--- config.mk ---
export PLATFORM = sky130hd
export DESIGN_NAME = ldpc_vpu_sched
export DESIGN_NICKNAME = d
export VERILOG_FILES = /design/src/rtl/ldpc_pkg.sv /design/src/rtl/ldpc_addr_pipe.sv /design/src/rtl/ldpc_vpu_sched.sv
export SDC_FILE = /design/constraint.sdc
export NUM_CORES = 1
export LEC_CHECK = 0
export CAP_MARGIN = 20
export CELL_PAD_IN_SITES_DETAIL_PLACEMENT = 0
export CELL_PAD_IN_SITES_GLOBAL_PLACEMENT = 1
export CORE_ASPECT_RATIO = 1.1
export CORE_MARGIN = 2
export CORE_UTILIZATION = 42
export DETAILED_ROUTE_END_ITERATION = 6
export PLACE_DENSITY = 0.94
export SYNTH_ARGS = -nofsm -noshare
export SYNTH_HDL_FRONTEND = slang
export SYNTH_SLANG_ARGS = --single-unit
export TNS_END_PERCENT = 30
--- constraint.sdc ---
create_clock -name clk -period 3.74 [get_ports clk]
set_input_delay 0.748 -clock clk [delete_from_list [all_inputs] [get_ports clk]]
set_output_delay 0.748 -clock clk [all_outputs]
set_load 0.01 [all_outputs]
--- src/rtl/ldpc_pkg.sv ---
// Shared constants, FSM state type and helpers for the 4x24 LDPC decoder.
package ldpc_pkg;

  localparam int COL_NUM    = 24;
  localparam int COL_WEIGHT = 4;
  localparam int LLR_WIDTH  = 6;
  localparam int ADDR_WIDTH = $clog2(COL_NUM);
  localparam int ITER_WIDTH = 8;

  typedef enum logic [2:0] {
    IDLE  = 3'd0,
    VNU   = 3'd1,
    DRAIN = 3'd2,
    CNU   = 3'd3,
    DONE  = 3'd4
  } sched_state_t;

  // Iteration counter increment that sticks at the top value instead of wrapping.
  function automatic logic [ITER_WIDTH-1:0] iter_inc(input logic [ITER_WIDTH-1:0] v);
    return (v == {ITER_WIDTH{1'b1}}) ? v : v + ITER_WIDTH'(1);
  endfunction

endpackage

--- src/rtl/ldpc_addr_pipe.sv ---
// Fixed-depth shift register of {valid, column address}; o_pending reports
// whether any valid entry will still be in flight after the next edge.
module ldpc_addr_pipe #(
  parameter int DEPTH = 1,
  parameter int AW    = 5
) (
  input  logic          clk,
  input  logic          rst_n,
  input  logic          i_valid,
  input  logic [AW-1:0] i_addr,
  output logic          o_valid,
  output logic [AW-1:0] o_addr,
  output logic          o_pending
);

  logic [DEPTH:0] w_vchain;
  logic [AW-1:0]  w_achain [DEPTH+1];

  assign w_vchain[0] = i_valid;
  assign w_achain[0] = i_addr;

  generate
    for (genvar gi = 0; gi < DEPTH; gi++) begin : g_stage
      logic          r_valid;
      logic [AW-1:0] r_addr;

      always_ff @(posedge clk or negedge rst_n) begin
        if (!rst_n) begin
          r_valid <= 1'b0;
          r_addr  <= '0;
        end else begin
          r_valid <= w_vchain[gi];
          r_addr  <= w_achain[gi];
        end
      end

      assign w_vchain[gi+1] = r_valid;
      assign w_achain[gi+1] = r_addr;
    end
  endgenerate

  assign o_valid   = w_vchain[DEPTH];
  assign o_addr    = w_achain[DEPTH];
  // The output stage is being consumed this cycle, so it does not count.
  assign o_pending = |w_vchain[DEPTH-1:0];

endmodule

--- src/rtl/ldpc_vpu_sched.sv ---
// LDPC iteration scheduler: sweeps the VPU over all columns, drains the
// read/VPU pipeline, runs the check-node phase, repeats up to MAX_ITER times.
// Optional early stop on syndrome_ok: define LDPC_SCHED_EARLY_STOP_EN.
module ldpc_vpu_sched #(
  parameter int COL_NUM  = 24,
  parameter int MAX_ITER = 8,
  parameter int RD_LAT   = 1,
  parameter int VPU_LAT  = 1
) (
  input  logic                           clk,
  input  logic                           rst_n,
  input  logic                           start,
  output logic                           busy,
  output logic                           done,
  output logic [7:0]                     iter_cnt,
  output logic                           rd_en,
  output logic [ldpc_pkg::ADDR_WIDTH-1:0] rd_addr,
  output logic                           vpu_en,
  output logic                           wr_en,
  output logic [ldpc_pkg::ADDR_WIDTH-1:0] wr_addr,
  output logic                           cnu_start,
  input  logic                           cnu_done,
  input  logic                           syndrome_ok
);

  import ldpc_pkg::*;

  localparam logic [ADDR_WIDTH-1:0] LAST_COL = ADDR_WIDTH'(COL_NUM - 1);

  sched_state_t          r_state;
  logic [ADDR_WIDTH-1:0] r_col;
  logic [7:0]            r_iter;
  logic                  r_busy;
  logic                  r_done;
  logic                  r_rd_en;
  logic                  r_cnu_start;

  logic                  w_vpu_valid;
  logic [ADDR_WIDTH-1:0] w_vpu_addr;
  logic                  w_vpu_pending;
  logic                  w_wr_valid;
  logic [ADDR_WIDTH-1:0] w_wr_addr;
  logic                  w_wr_pending;
  logic                  w_last_iter;
  logic                  w_stop;

  assign w_last_iter = ({1'b0, r_iter} + 9'd1) == 9'(MAX_ITER);

`ifdef LDPC_SCHED_EARLY_STOP_EN
  assign w_stop = syndrome_ok | w_last_iter;
`else
  logic w_unused_synd;
  assign w_unused_synd = syndrome_ok;
  assign w_stop        = w_last_iter;
`endif

  always_ff @(posedge clk or negedge rst_n) begin
    if (!rst_n) begin
      r_state     <= IDLE;
      r_col       <= '0;
      r_iter      <= '0;
      r_busy      <= 1'b0;
      r_done      <= 1'b0;
      r_rd_en     <= 1'b0;
      r_cnu_start <= 1'b0;
    end else begin
      r_done      <= 1'b0;
      r_cnu_start <= 1'b0;
      case (r_state)
        IDLE: begin
          if (start) begin
            r_state <= VNU;
            r_col   <= '0;
            r_iter  <= '0;
            r_busy  <= 1'b1;
            r_rd_en <= 1'b1;
          end
        end
        VNU: begin
          if (r_col == LAST_COL) begin
            r_state <= DRAIN;
            r_col   <= '0;
            r_rd_en <= 1'b0;
          end else begin
            r_col <= r_col + ADDR_WIDTH'(1);
          end
        end
        DRAIN: begin
          // The write tap is the longest path; once it empties, every column is written.
          if (!w_wr_pending) begin
            r_state     <= CNU;
            r_cnu_start <= 1'b1;
          end
        end
        CNU: begin
          if (cnu_done) begin
            r_iter <= iter_inc(r_iter);
            if (w_stop) begin
              r_state <= DONE;
              r_busy  <= 1'b0;
              r_done  <= 1'b1;
            end else begin
              r_state <= VNU;
              r_col   <= '0;
              r_rd_en <= 1'b1;
            end
          end
        end
        DONE: begin
          r_state <= IDLE;
        end
        default: begin
          r_state <= IDLE;
          r_busy  <= 1'b0;
          r_rd_en <= 1'b0;
        end
      endcase
    end
  end

  ldpc_addr_pipe #(
    .DEPTH (RD_LAT),
    .AW    (ADDR_WIDTH)
  ) u_vpu_pipe (
    .clk       (clk),
    .rst_n     (rst_n),
    .i_valid   (r_rd_en),
    .i_addr    (r_col),
    .o_valid   (w_vpu_valid),
    .o_addr    (w_vpu_addr),
    .o_pending (w_vpu_pending)
  );

  ldpc_addr_pipe #(
    .DEPTH (RD_LAT + VPU_LAT),
    .AW    (ADDR_WIDTH)
  ) u_wr_pipe (
    .clk       (clk),
    .rst_n     (rst_n),
    .i_valid   (r_rd_en),
    .i_addr    (r_col),
    .o_valid   (w_wr_valid),
    .o_addr    (w_wr_addr),
    .o_pending (w_wr_pending)
  );

  logic w_unused_vpu;
  assign w_unused_vpu = ^{w_vpu_addr, w_vpu_pending};

  assign busy      = r_busy;
  assign done      = r_done;
  assign iter_cnt  = r_iter;
  assign rd_en     = r_rd_en;
  assign rd_addr   = r_col;
  assign vpu_en    = w_vpu_valid;
  assign wr_en     = w_wr_valid;
  assign wr_addr   = w_wr_addr;
  assign cnu_start = r_cnu_start;

endmodule

# [Word level (Yosys, flattened, before mapping)]
# Index checks and enable logic that the tools add are counted.
[classes] addsub=3 n_eq_ne=14 n_mux=28 bitwise_logic=2 n_reduce_logical=11
[ops] cell="$mux 8" n=3
[ops] cell="$mux 5" n=4
[ops] cell="$pmux 8 s2" n=1
[ops] cell="$reduce_and 4->1" n=4
[ops] cell="$mux 3" n=5
[ops] cell="$pmux 5 s3" n=1
[ops] cell="$ne 2x2->1 const B" n=7
[ops] cell="$pmux 3 s4" n=1
[ops] cell="$mux 1" n=11
[ops] cell="$add 8x1->9 const B" n=1
[ops] cell="$eq 9x4->1 const B" n=1
[ops] cell="$add 8x1->8 const B" n=1
[ops] cell="$eq 8x8->1 const B" n=1
[ops] cell="$eq 3x2->1 const B" n=2
[ops] cell="$add 5x1->5 const B" n=1
[ops] cell="$eq 5x5->1 const B" n=1
[ops] cell="$reduce_and 5->1" n=1
[ops] cell="$pmux 1 s4" n=1
[ops] cell="$reduce_or 2->1" n=2
[ops] cell="$eq 3x1->1 const B" n=1
[ops] cell="$eq 3x3->1 const B" n=1
[ops] cell="$logic_not 3->1" n=1
[ops] cell="$pmux 1 s3" n=1
[ops] cell="$reduce_bool 3->1" n=1
[ops] cell="3 further kinds" n=4
[totals] ff_bits=32 in_bits=5 out_inout_bits=24

# [Longest topological paths before layout]
[logic_depth] ltp_word=5 depth_mapped=6

# [Modules after synthesis]
# Synthesis repeated with hierarchy kept, for this count alone.
[unflattened] cells_unflattened=152 area_unflattened_um2=1665.3
[modules_own_cells] module="ldpc_vpu_sched" instances=1 cells_per_inst=132 area_each_um2=1201.2 seq_area_each_um2=500.5
[modules_own_cells] module="ldpc_addr_pipe at u_wr_pipe" instances=1 cells_per_inst=13 area_each_um2=306.5 seq_area_each_um2=300.3
[modules_own_cells] module="ldpc_addr_pipe at u_vpu_pipe" instances=1 cells_per_inst=7 area_each_um2=157.7 seq_area_each_um2=150.1

# [Worst setup path after synthesis]
# No wires, ideal clock.
[synth_timing] kind="flip-flop to flip-flop" from="register r_iter[0] (netlist: iter_cnt[0])" to="register r_col[1] (netlist: rd_addr[1])" setup_time_ns=0.121 arrival_time_ns=1.723 required_ns=3.619 path_slack_ns=1.897 stages_incl_launch_ff=6 synth_period_minus_slack_ns=1.843 cell_sequence="dfrtp_1 > ha_1 > and4_4 > a211o_1 > a41o_2 > a22o_1"
[synth_between] elab_chain_cells=4
[synth_lines] element="start, declared" line_no="ldpc_vpu_sched.sv:32" source="logic [7:0] r_iter;"
[synth_lines] element="start signal, assigned" line_no="ldpc_vpu_sched.sv:97" source="r_iter <= iter_inc(r_iter);"
[synth_lines] element="$add 8x1->9" line_no="ldpc_vpu_sched.sv:47" source="assign w_last_iter = ({1'b0, r_iter} + 9'd1) == 9'(MAX_ITER);"
[synth_lines] element="$eq 9x4->1" line_no="ldpc_vpu_sched.sv:47"
[synth_lines] element="$ne 2x2->1 (no line)"
[synth_lines] element="$reduce_and 4->1 (no line)"
[synth_lines] element="end signal, assigned" line_no="ldpc_vpu_sched.sv:85" source="r_col <= r_col + ADDR_WIDTH'(1);"
[synth_lines] element="end, declared" line_no="ldpc_vpu_sched.sv:31" source="logic [ADDR_WIDTH-1:0] r_col;"
# No other way between the ends.
# A chain may end at the register's enable or synchronous reset.

# [Worst setup path after layout]
[layout_timing] from="register r_iter[5] (netlist: iter_cnt[5])" to="output port iter_cnt[5]"
[layout_lines] element="end, declared" line_no="ldpc_vpu_sched.sv:15" source="output logic [7:0] iter_cnt,"
# No word-level cell between the ends.

==> results.sh <==
export IMPL_run_status="completed"
export IMPL_syn_cell_area_um2=1440
export IMPL_crit_path_end_kind="output pin"
export IMPL_synth_edf_count=0
export IMPL_place_inst=187
export IMPL_fmax_ghz=0.455
export IMPL_r2r_worst_path_cells=5
export IMPL_grt_pass1_vias=972
export IMPL_fin_tns_setup_ps=0
export IMPL_reg2reg_slack_ps=1770
export IMPL_hold_class="register to register"
export IMPL_areaGrowthSynthToFinish_pct=26.2
export IMPL_path_cells="clkdlybuf4s50_1"
export IMPL_worstHoldEndpoint="u_wr_pipe.o_addr[1]$_DFF_PN0_"
export IMPL_rsz0062_at_grt="false"
export IMPL_ys_seq_area_share_pct=55.7
export IMPL_htreeDepth=2
export IMPL_grt_overflow_total=0
export IMPL_reg2reg_to="rd_addr[1]$_DFFE_PN0P_"
export IMPL_root_buffer="clkbuf_4"
export IMPL_power_density_nw_per_um2=594
export IMPL_multi_input_area_um2=607
export IMPL_dr_pass1_iters=4
export IMPL_grt_pass1_wl_mm=4.49
export IMPL_postCtsHoldBufs=0
export IMPL_drtAntennaViolNets=0
export IMPL_core_area_um2=3300
export IMPL_finalMaxSlewViolations=0
export IMPL_cts_tree="built"
export IMPL_antenna_found_initial=0
export IMPL_crit_type="register to output pin"
export IMPL_drt_wirelength_per_cell_um=13.5
export IMPL_crit_family="buffers and inverters"
export IMPL_cts_buffers=5
export IMPL_wirelength_mm=2.64
export IMPL_start_util_pct=43.5
export IMPL_clkLatencyLatePin_ps=320
export IMPL_numClockSinks=32
export IMPL_r2r_start="iter_cnt[0]$_DFFE_PN0P_"
export IMPL_cts_buffer_depth=2
export IMPL_hold_violations=0
export IMPL_post_route_period_util_pct=58.8
export IMPL_syn_nets=136
export IMPL_num_io_pins=29
export IMPL_avgSynthCellArea_um2=11.2
export IMPL_cts_resized=0
export IMPL_die_h_um=65.4
export IMPL_vias=1027
export IMPL_port_buffers=27
export IMPL_dieArea_um2=3910
export IMPL_finClkSkew_ps=7.89
export IMPL_critPathBufInv=1
export IMPL_tightest_slew_ps=553
export IMPL_place_gp_congestion=0.806
export IMPL_grt_max_degree=33
export IMPL_slowest_delay_ps=600
export IMPL_vias_per_cell=5.27
export IMPL_async_flop_share_pct=100
export IMPL_ys_flop_type="dfrtp_1"
export IMPL_hold_start="u_wr_pipe.g_stage[0].r_addr[1]$_DFF_PN0_"
export IMPL_path_max_fanout=9
export IMPL_seqCellArea_um2=801
export IMPL_hpwlAfterDp_mm=1.86
export IMPL_worstPathRequired_ps=2990
export IMPL_antenna_cells=0
export IMPL_postCtsSetupBuffers=0
export IMPL_cp_start_kind="register"
export IMPL_maxCapViolations=0
export IMPL_leakagePower_nw=0.757
export IMPL_drtIter0Drc=32
export IMPL_fillers=278
export IMPL_arrival_ps=1450
export IMPL_fin_total_pwr_w=0.00108
export IMPL_ys_types=37
export IMPL_hold_depth=0
export IMPL_clk_pin_slew_ps=100
export IMPL_fin_crit_ps=2200
export IMPL_grt_usage_pct=15.4
export IMPL_num_rows=22
export IMPL_ys_seq_elements=32
export IMPL_final_layout_size_suffix_gt1_share_pct=12.6
export IMPL_yosys_warnings=0
export IMPL_die_x_um=59.8
export IMPL_maxSlewHeadroom_pct=63.0
export IMPL_synthCells=128
export IMPL_drc_errors=0
export IMPL_cp_slowest_cell="clkdlybuf4s50_1"
export IMPL_finalSetupViolCount=0
export IMPL_layout_cells_non_filler=195
export IMPL_finalNetCount=166
export IMPL_peakVddDrop_mv=0.310
## sequential cells by signal (all words and copies together), names as in the netlist
| name | count |
|---|---|
| r_state | 3 |
| iter_cnt | 8 |
| u_wr_pipe.o_addr | 5 |
| done | 1 |
| u_wr_pipe.g_stage.r_valid | 1 |
| busy | 1 |
| rd_en | 1 |
| u_wr_pipe.o_valid | 1 |
| cnu_start | 1 |
| u_wr_pipe.g_stage.r_addr | 5 |
| rd_addr | 5 |
## cell usage after synthesis, types with 2 or more instances
cell type / number / share of area, %
dfrtp_1: 32 / 56
nand2_1: 17 / 4.4
o21ai_0: 14 / 4.9
nor2_1: 9 / 2.3
nand3_1: 4 / 1.4
a21o_2: 3 / 1.8
a21oi_1: 3 / 1.0
ha_1: 3 / 2.6
nand2b_1: 3 / 1.3
nor2b_1: 3 / 1.3
xor2_1: 3 / 1.8
a41o_2: 2 / 1.6
buf_2: 2 / 0.70
nand3b_1: 2 / 1.0
nand4b_1: 2 / 1.2
nor3b_1: 2 / 1.0
nor4_1: 2 / 0.87
o31ai_1: 2 / 1.0
xnor2_1: 2 / 1.2
## routing by layer
layer  track usage, %  vias up  share of wire, %
li1                 -      515                 -
met1             19.2      484                45
met2             23.9       26                50
met3             4.13        2               3.8
met4             8.06        0               1.0
met5                0        -                 0
## metrics by stage
stage	hold WS, ps	util [%]	area [µm²]	worst slack [ps]
2_1_floorplan	331	-	1440	1900
4_1_cts	358	54.9	1810	1520
3_3_place_gp	333	52.5	1730	1340
6_report	356	54.9	1810	1540
3_5_place_dp	335	52.5	1730	1300
5_1_grt	368	54.9	1810	1460
## logic make-up after synthesis
logic type,count (synthesis),share of synthesized area [%]
AND/OR/NAND/NOR,49,19.8
AO/OA/AOI/OAI,32,16.0
flip-flops,32,55.7
buffers and inverters,6,2.09
XOR/XNOR,5,3.05
adder cells (fa/ha/maj),3,2.61
multiplexers,1,0.696
## worst max path at each step
| stage | startpoint | to | slack, ps | cells past startpoint |
|---|---|---|---|---|
| 4_1_cts | iter_cnt[5]$_DFFE_PN0P_ | iter_cnt[5] | 1520 | 1 |
| 6_report | iter_cnt[5]$_DFFE_PN0P_ | iter_cnt[5] | 1540 | 1 |
| 5_1_grt | iter_cnt[5]$_DFFE_PN0P_ | iter_cnt[5] | 1460 | 1 |
| 3_3_place_gp | cnu_done | iter_cnt[6]$_DFFE_PN0P_ | 1340 | 6 |
| 3_5_place_dp | cnu_done | iter_cnt[5]$_DFFE_PN0P_ | 1300 | 6 |
| 2_1_floorplan | iter_cnt[0]$_DFFE_PN0P_ | rd_addr[1]$_DFFE_PN0P_ | 1900 | 5 |
## final cells by class
class | count | area share, %
clock inverter | 3 | 2.34
timing repair buffer | 28 | 15.3
tap | 36 | 2.48
sequential | 32 | 44.1
clock buffer | 5 | 2.07
multi-input combinational | 90 | 33.4
inverter | 1 | 0.207
## cells in the final DEF (no fill, tap or decap), types with 2 or more instances in the layout
master / count
dfrtp_1: 32
clkdlybuf4s50_1: 27
nand2_1: 17
o21ai_0: 14
nor2_1: 9
clkbuf_4: 5
nand3_1: 4
xor2_1: 3
nor2b_1: 3
a21oi_1: 3
nand2b_1: 3
a21o_2: 3
ha_1: 3
xnor2_1: 2
nor4_1: 2
a41o_2: 2
o31ai_1: 2
nand4b_1: 2
nor3b_1: 2
nand3b_1: 2
## report_power, final
group	switching (W)	leakage, nW	internal [W]
registers	0.0000824	0.401	0.000433
logic	0.000131	0.315	0.000176
clock network	0.000116	0.0412	0.000139
Note: power is estimated with default switching activity, not from simulation.
